**config.mk**
```make
export PLATFORM = sky130hd
export DESIGN_NAME = fx_cmd_master
export DESIGN_NICKNAME = d
export VERILOG_FILES = /design/src/rtl/fx_cmd_master.sv
export SDC_FILE = /design/constraint.sdc
export NUM_CORES = 1
export LEC_CHECK = 0
export ABC_AREA = 1
export BUFFER_PORTS_ARGS = -buffer_cell sky130_fd_sc_hd__buf_2
export CORE_MARGIN = 1
export CORE_UTILIZATION = 59
export CTS_CLUSTER_SIZE = 28
export DETAILED_ROUTE_END_ITERATION = 10
export HOLD_SLACK_MARGIN = 0.06
export PLACE_DENSITY_LB_ADDON = 0.08
export SYNTH_ARGS = -nofsm -noshare
export SYNTH_HDL_FRONTEND = slang
export SYNTH_SLANG_ARGS = --single-unit
```
**constraint.sdc**
```tcl
create_clock -name clk_sys -period 2.3 [get_ports clk_sys]
set_input_delay 0.23 -clock clk_sys [delete_from_list [all_inputs] [get_ports clk_sys]]
set_output_delay 0.23 -clock clk_sys [all_outputs]
set_load 0.05 [all_outputs]
```
**src/rtl/fx_cmd_master.sv**
```systemverilog
// fx_cmd_master: host byte-stream to fx register bus master (one write or read per command, one response byte each)
// Ports:
//   clk_sys, rst_n           system clock, async active-low reset
//   i_rx_data/i_rx_vld/o_rx_rdy  command byte stream in
//   o_tx_data/o_tx_vld/i_tx_rdy  response byte out (ACK for write, data for read)
//   o_fx_waddr/o_fx_data/o_fx_wr write port of the fx bus
//   o_fx_raddr/o_fx_rd/i_fx_q    read port of the fx bus, data one cycle after o_fx_rd
//   o_cmd_err                1-cycle pulse on bad opcode or inter-byte timeout
module fx_cmd_master #(
    parameter logic [7:0] OP_WR    = 8'h57,
    parameter logic [7:0] OP_RD    = 8'h52,
    parameter logic [7:0] ACK_BYTE = 8'hAA,
    parameter int         TO_CYC   = 50000
) (
    input  logic        clk_sys,
    input  logic        rst_n,
    input  logic [7:0]  i_rx_data,
    input  logic        i_rx_vld,
    output logic        o_rx_rdy,
    output logic [7:0]  o_tx_data,
    output logic        o_tx_vld,
    input  logic        i_tx_rdy,
    output logic [15:0] o_fx_waddr,
    output logic [7:0]  o_fx_data,
    output logic        o_fx_wr,
    output logic [15:0] o_fx_raddr,
    output logic        o_fx_rd,
    input  logic [7:0]  i_fx_q,
    output logic        o_cmd_err
);
    localparam logic [15:0] TO_LAST = 16'(TO_CYC - 1);
    typedef enum logic [2:0] {IDLE, AH, AL, DAT, WR, RD, RWAIT, RESP} state_t;
    state_t      r_state;
    logic        r_is_wr;
    logic [15:0] r_addr;
    logic [15:0] r_cnt;
    logic [7:0]  r_tx_data;
    logic        r_tx_vld;
    logic [15:0] r_fx_waddr;
    logic [7:0]  r_fx_data;
    logic        r_fx_wr;
    logic [15:0] r_fx_raddr;
    logic        r_fx_rd;
    logic        r_cmd_err;
    logic        w_acc;
    logic        w_to;
    assign o_rx_rdy   = (r_state == IDLE) || (r_state == AH) || (r_state == AL) || (r_state == DAT);
    assign w_acc      = i_rx_vld & o_rx_rdy;
    assign w_to       = r_cnt == TO_LAST;
    assign o_tx_data  = r_tx_data;
    assign o_tx_vld   = r_tx_vld;
    assign o_fx_waddr = r_fx_waddr;
    assign o_fx_data  = r_fx_data;
    assign o_fx_wr    = r_fx_wr;
    assign o_fx_raddr = r_fx_raddr;
    assign o_fx_rd    = r_fx_rd;
    assign o_cmd_err  = r_cmd_err;
    // Bus outputs are loaded on the edge that accepts the last byte, so the
    // strobe appears in the WR/RD state cycle with no combinational path.
    always_ff @(posedge clk_sys or negedge rst_n) begin
        if (!rst_n) begin
            r_state    <= IDLE;
            r_is_wr    <= 1'b0;
            r_addr     <= '0;
            r_cnt      <= '0;
            r_tx_data  <= '0;
            r_tx_vld   <= 1'b0;
            r_fx_waddr <= '0;
            r_fx_data  <= '0;
            r_fx_wr    <= 1'b0;
            r_fx_raddr <= '0;
            r_fx_rd    <= 1'b0;
            r_cmd_err  <= 1'b0;
        end else begin
            r_fx_wr   <= 1'b0;
            r_fx_rd   <= 1'b0;
            r_cmd_err <= 1'b0;
            case (r_state)
                IDLE: begin
                    r_cnt <= '0;
                    if (w_acc) begin
                        if (i_rx_data == OP_WR) begin
                            r_is_wr <= 1'b1;
                            r_state <= AH;
                        end else if (i_rx_data == OP_RD) begin
                            r_is_wr <= 1'b0;
                            r_state <= AH;
                        end else begin
                            r_cmd_err <= 1'b1;
                        end
                    end
                end
                AH, AL, DAT: begin
                    // An arriving byte takes priority over an expiring timeout.
                    if (w_acc) begin
                        r_cnt <= '0;
                        case (r_state)
                            AH: begin
                                r_addr[15:8] <= i_rx_data;
                                r_state      <= AL;
                            end
                            AL: begin
                                r_addr[7:0] <= i_rx_data;
                                if (r_is_wr) begin
                                    r_state <= DAT;
                                end else begin
                                    r_fx_raddr <= {r_addr[15:8], i_rx_data};
                                    r_fx_rd    <= 1'b1;
                                    r_state    <= RD;
                                end
                            end
                            default: begin
                                r_fx_waddr <= r_addr;
                                r_fx_data  <= i_rx_data;
                                r_fx_wr    <= 1'b1;
                                r_state    <= WR;
                            end
                        endcase
                    end else if (w_to) begin
                        r_cnt     <= '0;
                        r_cmd_err <= 1'b1;
                        r_state   <= IDLE;
                    end else begin
                        r_cnt <= r_cnt + 16'd1;
                    end
                end
                WR: begin
                    r_tx_data <= ACK_BYTE;
                    r_tx_vld  <= 1'b1;
                    r_state   <= RESP;
                end
                RD: r_state <= RWAIT;
                RWAIT: begin
                    // Slave data is registered, valid the cycle after o_fx_rd.
                    r_tx_data <= i_fx_q;
                    r_tx_vld  <= 1'b1;
                    r_state   <= RESP;
                end
                RESP: begin
                    if (i_tx_rdy) begin
                        r_tx_vld <= 1'b0;
                        r_state  <= IDLE;
                    end
                end
                default: r_state <= IDLE;
            endcase
        end
    end
endmodule

```
==> results.sh, run 1 <==
export IMPL_final_cell_mix="130 x nand2_1, 88 x dfrtp_1, 71 x buf_2"
export IMPL_fin_crit_ns=1.725
export IMPL_setup_tns_ns=0
export IMPL_drive_gt1_share_pct=27.66
export IMPL_ctsHoldBuffers=1
export IMPL_power_density_nw_per_um2=1357
export IMPL_p_leak_uw=0.002329
export IMPL_worstHoldEndpoint="o_tx_data[3]"
export IMPL_topRoutingLayerUsed="met4"
export IMPL_holdPathStages=2
export IMPL_reg2reg_depth=8
export IMPL_r2r_start="r_state[0]"
export IMPL_ys_seq_area_share_pct=56.19
export IMPL_die_x_um=83.50
export IMPL_slew_headroom_pct=58.91
export IMPL_antenna_found_initial=0
export IMPL_synth_top_cells_by_area="dfrtp_1 56%, nand2_1 12%, o21ai_2 6.9%, nor2_1 3.5%, inv_1 3.2%"
export IMPL_finalCritPeriodShare_pct=75.01
export IMPL_synth_compound_area_share_pct=12.77
export IMPL_status="complete, no violations"
export IMPL_critical_path_max_stage_delay_ns=0.41
export IMPL_fin_skew_ns=0.008677
export IMPL_num_nets_final=515
export IMPL_drcViolationCount=0
export IMPL_crit_path_max_fanout=21
export IMPL_syn_to_final_growth_pct=15.90
export IMPL_final_common_cell="nand2_1"
export IMPL_rsz0062_at_grt="no"
export IMPL_route_met3_wl_um=320
export IMPL_gp_congestion=0.8790
export IMPL_ys_seq_elements=88
export IMPL_crit_chain="buf_4 > inv_2 > buf_2"
export IMPL_rows=29
export IMPL_setup_viol=0
export IMPL_finalHoldViolCount=0
export IMPL_holdWs_ns=0.09612
export IMPL_ant_nets=0
export IMPL_drv_slew=0
export IMPL_grt_pass1_wl_mm=12.90
export IMPL_clock_path_buffers=2
export IMPL_dr_pass1_iters=4
export IMPL_grt_max_degree=55
export IMPL_cts_made_buffers=9
export IMPL_yosys_warnings=0
export IMPL_place_area_um2=4289
export IMPL_start_util_pct=61.36
export IMPL_cts_setup_buffers=0
export IMPL_end_kind="primary output"
export IMPL_wl_met2_mm=3.280
export IMPL_synth_top_family_by_area="simple AND/OR/NAND/NOR gates"
export IMPL_syn_nets=441
export IMPL_synth_simple_gate_area_share_pct=22.00
export IMPL_io_pins=73
export IMPL_dr_total_vias=2959
export IMPL_cts_root_buf="clkbuf_8"
export IMPL_yosys_area_top_type_share_pct=56.19
export IMPL_via_per_inst=5.137
export IMPL_die_h_um=83.50
export IMPL_cp_required_ns=2.07
export IMPL_ir_drop_mv=0.9802
export IMPL_cts_resized=0
export IMPL_route_detailed_wl_per_inst_um=13.17
export IMPL_cts_max_level=3
export IMPL_synth_mux_area_share_pct=0
export IMPL_fmax_ghz=0.5797
export IMPL_drtIter0Drc=141
export IMPL_reg2reg_slack_ns=0.66
export IMPL_synthAdderAreaFrac_pct=0.3193
export IMPL_synth_enable_flop_cells=0
export IMPL_port_buffers=72
export IMPL_worstMarginPinSlew_ns=0.6155
export IMPL_start_kind="register"
export IMPL_dieArea_um2=6972
export IMPL_hp_start="i_fx_q[3]"
export IMPL_grt_ovfl_total=0
export IMPL_coreArea_um2=6386
export IMPL_routed_wl_mm=7.585
export IMPL_synth_xor_area_share_pct=1.788
export IMPL_n_antenna_cell=0
export IMPL_fin_area_um2=4542
export IMPL_clkTransAtPathRegs_ns=0.08
export IMPL_critPathArrivalTime_ns=1.50
export IMPL_post_place_ws_ns=0.6684
export IMPL_crit_type="reg2out"
export IMPL_hold_path_class="in2reg"
export IMPL_r2r_end="o_fx_raddr[8]"
export IMPL_cts_tree="built"
export IMPL_avgSynthCellArea_um2=9.330
export IMPL_maxCapViolations=0
export IMPL_async_flop_share_pct=100.0
export IMPL_synth_ff_type="dfrtp_1"
export IMPL_numClockSinks=88
export IMPL_grt_usage_pct=23.50
export IMPL_wl_met1_mm=3.870
export IMPL_syn_inst=420
export IMPL_crit_slowest_cell="dfrtp_1"
export IMPL_grt_pass1_vias=2791
export IMPL_yosys_cell_types_count=28
export IMPL_syn_cell_area_um2=3919
export IMPL_hpwl_mm=5.355
export IMPL_timing_final_ws_setup_ns=0.5749
export IMPL_clkLatencyLatePin_ns=0.36
export IMPL_yosysTopAreaCell="dfrtp_1"
==> flip-flops by register name (all words and copies together), names as in the netlist <==
register	count
o_cmd_err	1
o_fx_data	8
o_fx_raddr	16
o_fx_rd	1
o_fx_waddr	16
o_fx_wr	1
o_tx_data	8
o_tx_vld	1
r_addr	16
r_cnt	16
r_is_wr	1
r_state	3
==> power by group <==
part           leakage [µW]  switching [µW]  internal (µW)
registers           0.00114             262           2010
clock network      0.000116             546            723
logic               0.00107            1980            644
==> layer usage <==
layer | global-route usage, % | vias to the layer above
met1 | 34.51 | 1391
met5 | 0 | -
met4 | 8.012 | 0
met3 | 5.737 | 7
li1 | - | 1500
met2 | 34.58 | 61
==> worst max-delay path: cells and delay by family (launching register included) <==
kind / cells / cell delay [ns]
flops: 1 / 0.41
buf+inv: 3 / 0.73
==> cells in the mapped netlist, types with 2 or more instances <==
cell / number
nand2_2: 2
inv_2: 5
buf_2: 3
nand2_1: 130
inv_4: 2
o22a_1: 4
a32o_1: 4
nor3_1: 3
nand3_1: 17
o21ai_1: 7
buf_6: 9
nor2_1: 37
xor2_1: 7
o21bai_1: 2
nor2_4: 4
dfrtp_1: 88
o21ai_2: 31
inv_1: 33
o21ai_0: 16
nand4_1: 8
==> cells by family after synthesis <==
| logic type | after synthesis |
|---|---|
| adders and majority gates | 1 |
| and+or+nand+nor | 204 |
| AOI/OAI and AO/OA | 67 |
| xor gates and xnor gates | 8 |
| buffers and inverters | 52 |
| DFF | 88 |
==> stage by stage <==
step	std cells	power, µW	util [%]
6_report	576	6164	71.12
4_1_cts	576	6208	71.12
5_1_grt	576	6518	71.12
2_1_floorplan	420	4383	-
3_3_place_gp	559	4879	67.16
3_5_place_dp	559	4932	67.16
==> worst max-delay path by stage <==
stage,start,end,slack (ns)
global placement,r_state[0],o_fx_raddr[13],0.72
CTS,r_state[2],o_rx_rdy,0.57
global route,r_state[0],o_fx_raddr[14],0.50
detailed placement,r_state[0],o_fx_raddr[14],0.67
finish,r_state[2],o_rx_rdy,0.57
floorplan,r_cnt[0],r_cnt[11],0.96
==> cell type report <==
class | instances | area, µm²
clock buffers | 9 | 123.9
clock inverters | 7 | 118.9
fillers | 509 | 1844
inverters | 40 | 155.1
multi-input cells | 280 | 1445
flip-flops and latches | 88 | 2202
well taps | 77 | 96.34
repair buffers | 75 | 400.4
Power figures use the tool's default switching activity.
==> run 2, diff against run 1 <==
--- a/config.mk
+++ b/config.mk
@@ -8,7 +8,7 @@
 export ABC_AREA = 1
 export BUFFER_PORTS_ARGS = -buffer_cell sky130_fd_sc_hd__buf_2
 export CORE_MARGIN = 1
-export CORE_UTILIZATION = 59
+export CORE_UTILIZATION = 55
 export CTS_CLUSTER_SIZE = 28
 export DETAILED_ROUTE_END_ITERATION = 10
 export HOLD_SLACK_MARGIN = 0.06
==> constraint.sdc (replaced) <==
create_clock -name clk_sys -period 1.7 [get_ports clk_sys]
set_input_delay 0.17 -clock clk_sys [delete_from_list [all_inputs] [get_ports clk_sys]]
set_output_delay 0.17 -clock clk_sys [all_outputs]
set_load 0.05 [all_outputs]
==> run 2 against run 1 <==
  * Routed wire length rose by 6.2%
  * Clock skew about the same
  * First-iteration DRC count is 11% lower
  * Cell area is 0.96% higher
  * Die area increased by 7.1%
  * Register-to-register slack lost 0.49 ns
  * Sequential share of layout area is 0.44 points lower
  * Global-route usage up 0.53 points
  * Critical path type unchanged
==> results.sh, run 2 (synthesized netlist as in run 1, its figures left out) <==
export IMPL_worstHoldEndpoint="o_tx_data[0]"
export IMPL_p_comb_share_pct=44.5
export IMPL_coreArea_um2=6832
export IMPL_cp_startpoint="r_state[2]"
export IMPL_reg2reg_slack_ns=0.17
export IMPL_dr_pass1_iters=4
export IMPL_r2r_start="r_cnt[1]"
export IMPL_hp_start="i_fx_q[0]"
export IMPL_regArea_um2=2203
export IMPL_end_kind="primary output"
export IMPL_drtIter0Drc=125
export IMPL_fin_cells=604
export IMPL_clkLatencyLatePin_ns=0.35
export IMPL_drcViolationCount=0
export IMPL_clkTransAtPathRegs_ns=0.08
export IMPL_cts_made_buffers=9
export IMPL_power_density_nw_per_um2=1753
export IMPL_reg2reg_depth=8
export IMPL_die_x_um=86.41
export IMPL_drv_slew=0
export IMPL_switchingPower_uw=3820
export IMPL_finalCritPeriodShare_pct=93.83
export IMPL_grt_max_degree=89
export IMPL_crit_path_max_fanout=13
export IMPL_status="complete, no violations"
export IMPL_fin_skew_ns=0.008464
export IMPL_dr_total_vias=3003
export IMPL_cp_required_ns=1.53
export IMPL_placed_cells=583
export IMPL_drive_gt1_share_pct=28.54
export IMPL_holdPathStages=2
export IMPL_num_nets_final=524
export IMPL_maxCapViolations=0
export IMPL_start_util_pct=57.36
export IMPL_ir_drop_mv=1.049
export IMPL_slew_headroom_pct=66.85
export IMPL_intPower_uw=4219
export IMPL_die_h_um=86.41
export IMPL_crit_type="reg2out"
export IMPL_ant_nets=0
export IMPL_grt_pass1_vias=2968
export IMPL_worstMarginPinSlew_ns=0.4960
export IMPL_grt_pass1_wl_mm=13.78
export IMPL_fillerInstances=599
export IMPL_routed_wl_mm=8.055
export IMPL_power_frac_seq_pct=38.9
export IMPL_gp_congestion=0.8371
export IMPL_final_common_cell="nand2_1"
export IMPL_io_pins=73
export IMPL_setup_viol=0
export IMPL_fin_area_um2=4586
export IMPL_cts_max_level=3
export IMPL_n_antenna_cell=0
export IMPL_hpwl_mm=5.647
export IMPL_cts_root_buf="clkbuf_8"
export IMPL_rsz0062_at_grt="no"
export IMPL_cts_tree="built"
export IMPL_rows=30
export IMPL_start_kind="register"
export IMPL_utilization_pct=67.12
export IMPL_fin_crit_ns=1.595
export IMPL_port_buffers=72
export IMPL_syn_to_final_growth_pct=17.02
export IMPL_p_leak_uw=0.002350
export IMPL_final_cell_mix="130 x nand2_1, 87 x dfrtp_1, 71 x buf_2"
export IMPL_clock_path_buffers=2
export IMPL_multiInputGateArea_um2=1448
export IMPL_grt_ovfl_total=0
export IMPL_fmax_ghz=0.6269
export IMPL_dieArea_um2=7467
export IMPL_setup_tns_ns=0
export IMPL_via_per_inst=4.972
export IMPL_switching_share_pct=47.52
export IMPL_place_area_um2=4350
export IMPL_antenna_found_initial=0
export IMPL_finalHoldViolCount=0
export IMPL_p_clk_share_pct=16.6
export IMPL_route_detailed_wl_per_inst_um=13.34
export IMPL_hold_path_class="in2reg"
export IMPL_critPathArrivalTime_ns=1.43
export IMPL_grt_usage_pct=24.03
export IMPL_r2r_end="r_cnt[2]"
export IMPL_numClockSinks=88
## run 2: cell types whose count changed in the layout (fill, tap and decap cells not counted), sizes merged
| cell | previous run | this run |
|---|---|---|
| dlygate4sd3 | 1 | 5 |
| clkinv | 1 | 3 |
| buf | 74 | 79 |
| clkbuf | 9 | 10 |
| clkinvlp | 2 | 0 |
| inv | 41 | 43 |
| bufinv | 3 | 0 |
## run 2: timing repair
action / CTS / global route
buffers inserted: 0 / 0
gates resized for setup: 0 / 4
endpoints found under the setup margin: 0 / 33
hold buffers: 5 / 0
hold endpoints to repair: 92 / 0
## run 2: final cells by class
type	instances	share of cell area (%)
Sequential cell	88	48.05
Multi-Input combinational cell	280	31.57
Timing Repair Buffer	84	10.42
Inverter	40	3.438
Clock buffer	10	3.001
Tap cell	96	2.619
Clock inverter	6	0.9004
## run 2: worst max path at each step
| stage | endpoint |
|---|---|
| floorplan | r_cnt[11] |
| global placement | o_fx_raddr[10] |
| detailed placement | o_fx_raddr[12] |
| CTS | o_rx_rdy |
| global route | r_cnt[5] |
| finish | o_rx_rdy |
## run 2: per-stage QoR
stage                     setup WS (ns)  hold WS (ns)  total power (µW)
after floorplan                  0.3599       -0.1256              5929
after global placement           0.1127        0.2448              6651
after detailed placement        0.03956        0.2431              6756
after CTS                      0.009906       0.06746              8103
after global routing            0.01647       0.07330              8524
final                            0.1049       0.07910              8039
## run 2: power groups by stage
| stage | logic, µW | clock network [µW] | registers (µW) |
|---|---|---|---|
| floorplan | 1470 | 0 | 4460 |
| global placement | 3530 | 0 | 3130 |
| detailed placement | 3600 | 0 | 3160 |
| global route | 3870 | 1450 | 3210 |
| finish | 3570 | 1330 | 3130 |
| CTS | 3610 | 1360 | 3120 |
## run 2: metal layers
layer | share of wire, % | GRT usage (%) | wire length, µm
met1 | 49 | 33.72 | 3933
met2 | 47 | 37.52 | 3771
met3 | 3.0 | 3.333 | 238
met4 | 1.4 | 10.91 | 113
met5 | 0 | 0 | 0
## run 2: critical path, stage by stage (launching register included)
cell,delay [ns]
dfrtp_2,0.53
inv_2,0.11
buf_4,0.17
buf_2,0.27
==> run 3, diff against run 2 <==
--- a/config.mk
+++ b/config.mk
@@ -6,7 +6,7 @@
 export NUM_CORES = 1
 export LEC_CHECK = 0
 export ABC_AREA = 1
-export BUFFER_PORTS_ARGS = -buffer_cell sky130_fd_sc_hd__buf_2
+export BUFFER_PORTS_ARGS = -buffer_cell sky130_fd_sc_hd__clkbuf_2
 export CORE_MARGIN = 1
 export CORE_UTILIZATION = 55
 export CTS_CLUSTER_SIZE = 28
==> run 3 against run 2 <==
  * Hold slack improved by 0.015 ns
  * Setup slack gained 0.014 ns
  * Routed wire length rose by 0.52%
  * Flip-flop and latch count unchanged
  * Die area stayed put
  * Global-route usage shrank 0.55 points
  * Fmax is 0.87% higher
  * Power is 1.1% higher
  * Clock skew up 0.0031 ns
  * Critical path type is now reg2reg
==> results.sh, run 3 (synthesized netlist as in run 1, its figures left out) <==
export IMPL_status="complete, no violations"
export IMPL_cts_tree="built"
export IMPL_fillerInstances=588
export IMPL_fmax_ghz=0.6324
export IMPL_clock_path_buffers=2
export IMPL_gp_congestion=0.8228
export IMPL_drive_gt1_share_pct=28.35
export IMPL_final_common_cell="nand2_1"
export IMPL_ant_nets=0
export IMPL_drv_slew=0
export IMPL_grt_usage_pct=23.48
export IMPL_grt_pass1_wl_mm=13.41
export IMPL_numClockSinks=88
export IMPL_syn_to_final_growth_pct=17.34
export IMPL_worstMarginPinSlew_ns=0.6216
export IMPL_cts_max_level=3
export IMPL_dieArea_um2=7467
export IMPL_crit_slowest_cell="inv_2"
export IMPL_final_cell_mix="130 x nand2_1, 88 x dfrtp_1, 71 x clkbuf_2"
export IMPL_dr_total_vias=3079
export IMPL_ir_drop_mv=1.198
export IMPL_setup_viol=0
export IMPL_port_buffers=72
export IMPL_place_area_um2=4350
export IMPL_rsz0062_at_grt="no"
export IMPL_die_h_um=86.41
export IMPL_hold_path_class="in2reg"
export IMPL_crit_path_max_fanout=32
export IMPL_grt_max_degree=41
export IMPL_power_density_nw_per_um2=1768
export IMPL_coreArea_um2=6832
export IMPL_fin_crit_ns=1.581
export IMPL_clkTransAtPathRegs_ns=0.08
export IMPL_via_per_inst=5.098
export IMPL_cts_made_buffers=9
export IMPL_drcViolationCount=0
export IMPL_regArea_um2=2202
export IMPL_grt_ovfl_total=0
export IMPL_critical_path_max_stage_delay_ns=0.46
export IMPL_cp_required_ns=1.95
export IMPL_setup_tns_ns=0
export IMPL_start_util_pct=57.36
export IMPL_cts_root_buf="clkbuf_8"
export IMPL_drtIter0Drc=159
export IMPL_fin_skew_ns=0.01160
export IMPL_antenna_found_initial=0
export IMPL_start_kind="register"
export IMPL_routed_wl_mm=8.097
export IMPL_clkLatencyLatePin_ns=0.33
export IMPL_slew_headroom_pct=58.50
export IMPL_p_total_uw=8131
export IMPL_p_leak_uw=0.002339
export IMPL_multiInputGateArea_um2=1459
export IMPL_crit_chain="inv_1 > nand2_2 > inv_4 > nand2_4 > nor2_4 > inv_2 > nand2_1 > o21ai_2"
export IMPL_finalHoldViolCount=0
export IMPL_maxCapViolations=0
export IMPL_crit_type="reg2reg"
export IMPL_route_detailed_wl_per_inst_um=13.41
export IMPL_io_pins=73
export IMPL_critPathArrivalTime_ns=1.83
export IMPL_num_nets_final=525
export IMPL_fin_area_um2=4598
export IMPL_finalCritPeriodShare_pct=93.02
export IMPL_hpwl_mm=5.726
export IMPL_n_antenna_cell=0
export IMPL_end_kind="register"
export IMPL_grt_pass1_vias=2855
export IMPL_dr_pass1_iters=5
export IMPL_die_x_um=86.41
export IMPL_rows=30
run 3: changes by cell type in the layout (fill, tap and decap cells not counted):
cell           previous run  this run
clkbuf_2                  0        71
inv_2                     4         5
buf_2                    71         0
inv_6                     3         0
inv_4                     3         2
bufinv_16                 0         1
dlygate4sd3_1             5         4
nor2_4                    4         5
dfrtp_2                   1         0
clkbuf_1                  0         1
dfrtp_1                  87        88
buf_4                     7         8
run 3: worst max-delay path, delay by kind of cell, from the launching register on:
kind                   cells  cell delay, ns
AOI/OAI and AO/OA          1            0.09
DFF                        1            0.42
buffers and inverters      3            0.63
and+or+nand+nor            4            0.36
run 3: metrics by stage:
step / utilization, % / setup slack, ns / hold slack (ns) / std cells
final: 67.31 / 0.1186 / 0.09394 / 604
after floorplan: - / 0.3599 / -0.1256 / 420
after CTS: 67.00 / 0.09255 / 0.08193 / 602
after global placement: 63.68 / 0.1747 / 0.08841 / 583
after global routing: 67.31 / 0.002227 / 0.07160 / 604
after detailed placement: 63.68 / 0.09969 / 0.09170 / 583
run 3: timing repair:
action | CTS | global route
gates resized for setup | 0 | 2
setup buffers | 0 | 1
endpoints found under the setup margin | 0 | 12
hold buffers | 4 | 0
hold endpoints to repair | 57 | 0
run 3: layout make-up:
| class | instances | share of cell area [%] |
|---|---|---|
| Timing Repair Buffer | 84 | 10.34 |
| Tap cell | 96 | 2.612 |
| Inverter | 40 | 3.374 |
| Clock inverter | 4 | 0.9796 |
| Clock buffer | 11 | 3.075 |
| Sequential cell | 88 | 47.89 |
| Multi-Input combinational cell | 281 | 31.73 |
run 3: final timing paths:
path,from,endpoint,slack (ns),depth (start not counted)
max,r_state[0],o_fx_raddr[10],0.12,8
min,i_fx_q[7],o_tx_data[7],0.09,2
max reg2reg,r_state[0],o_fx_raddr[10],0.12,8
min reg2reg,o_fx_waddr[0],o_fx_waddr[0],0.47,2
max in group asynchronous,rst_n,r_cnt[12],0.89,3
min in group asynchronous,rst_n,o_fx_waddr[6],0.27,2
run 3: layer usage:
metal  global-route usage, %  vias up  wire, µm
met2                   35.06       92      3756
met4                   10.00        0       146
met5                       0        -         0
li1                        -     1514         -
met1                   33.48     1461      3852
met3                   4.952       12       342
run 3: power by group:
group	internal [µW]	leakage [µW]	switching, µW
registers	2720	0.00114	390
clock network	706	0.0000989	673
logic	913	0.00110	2730
total	4340	0.00234	3790
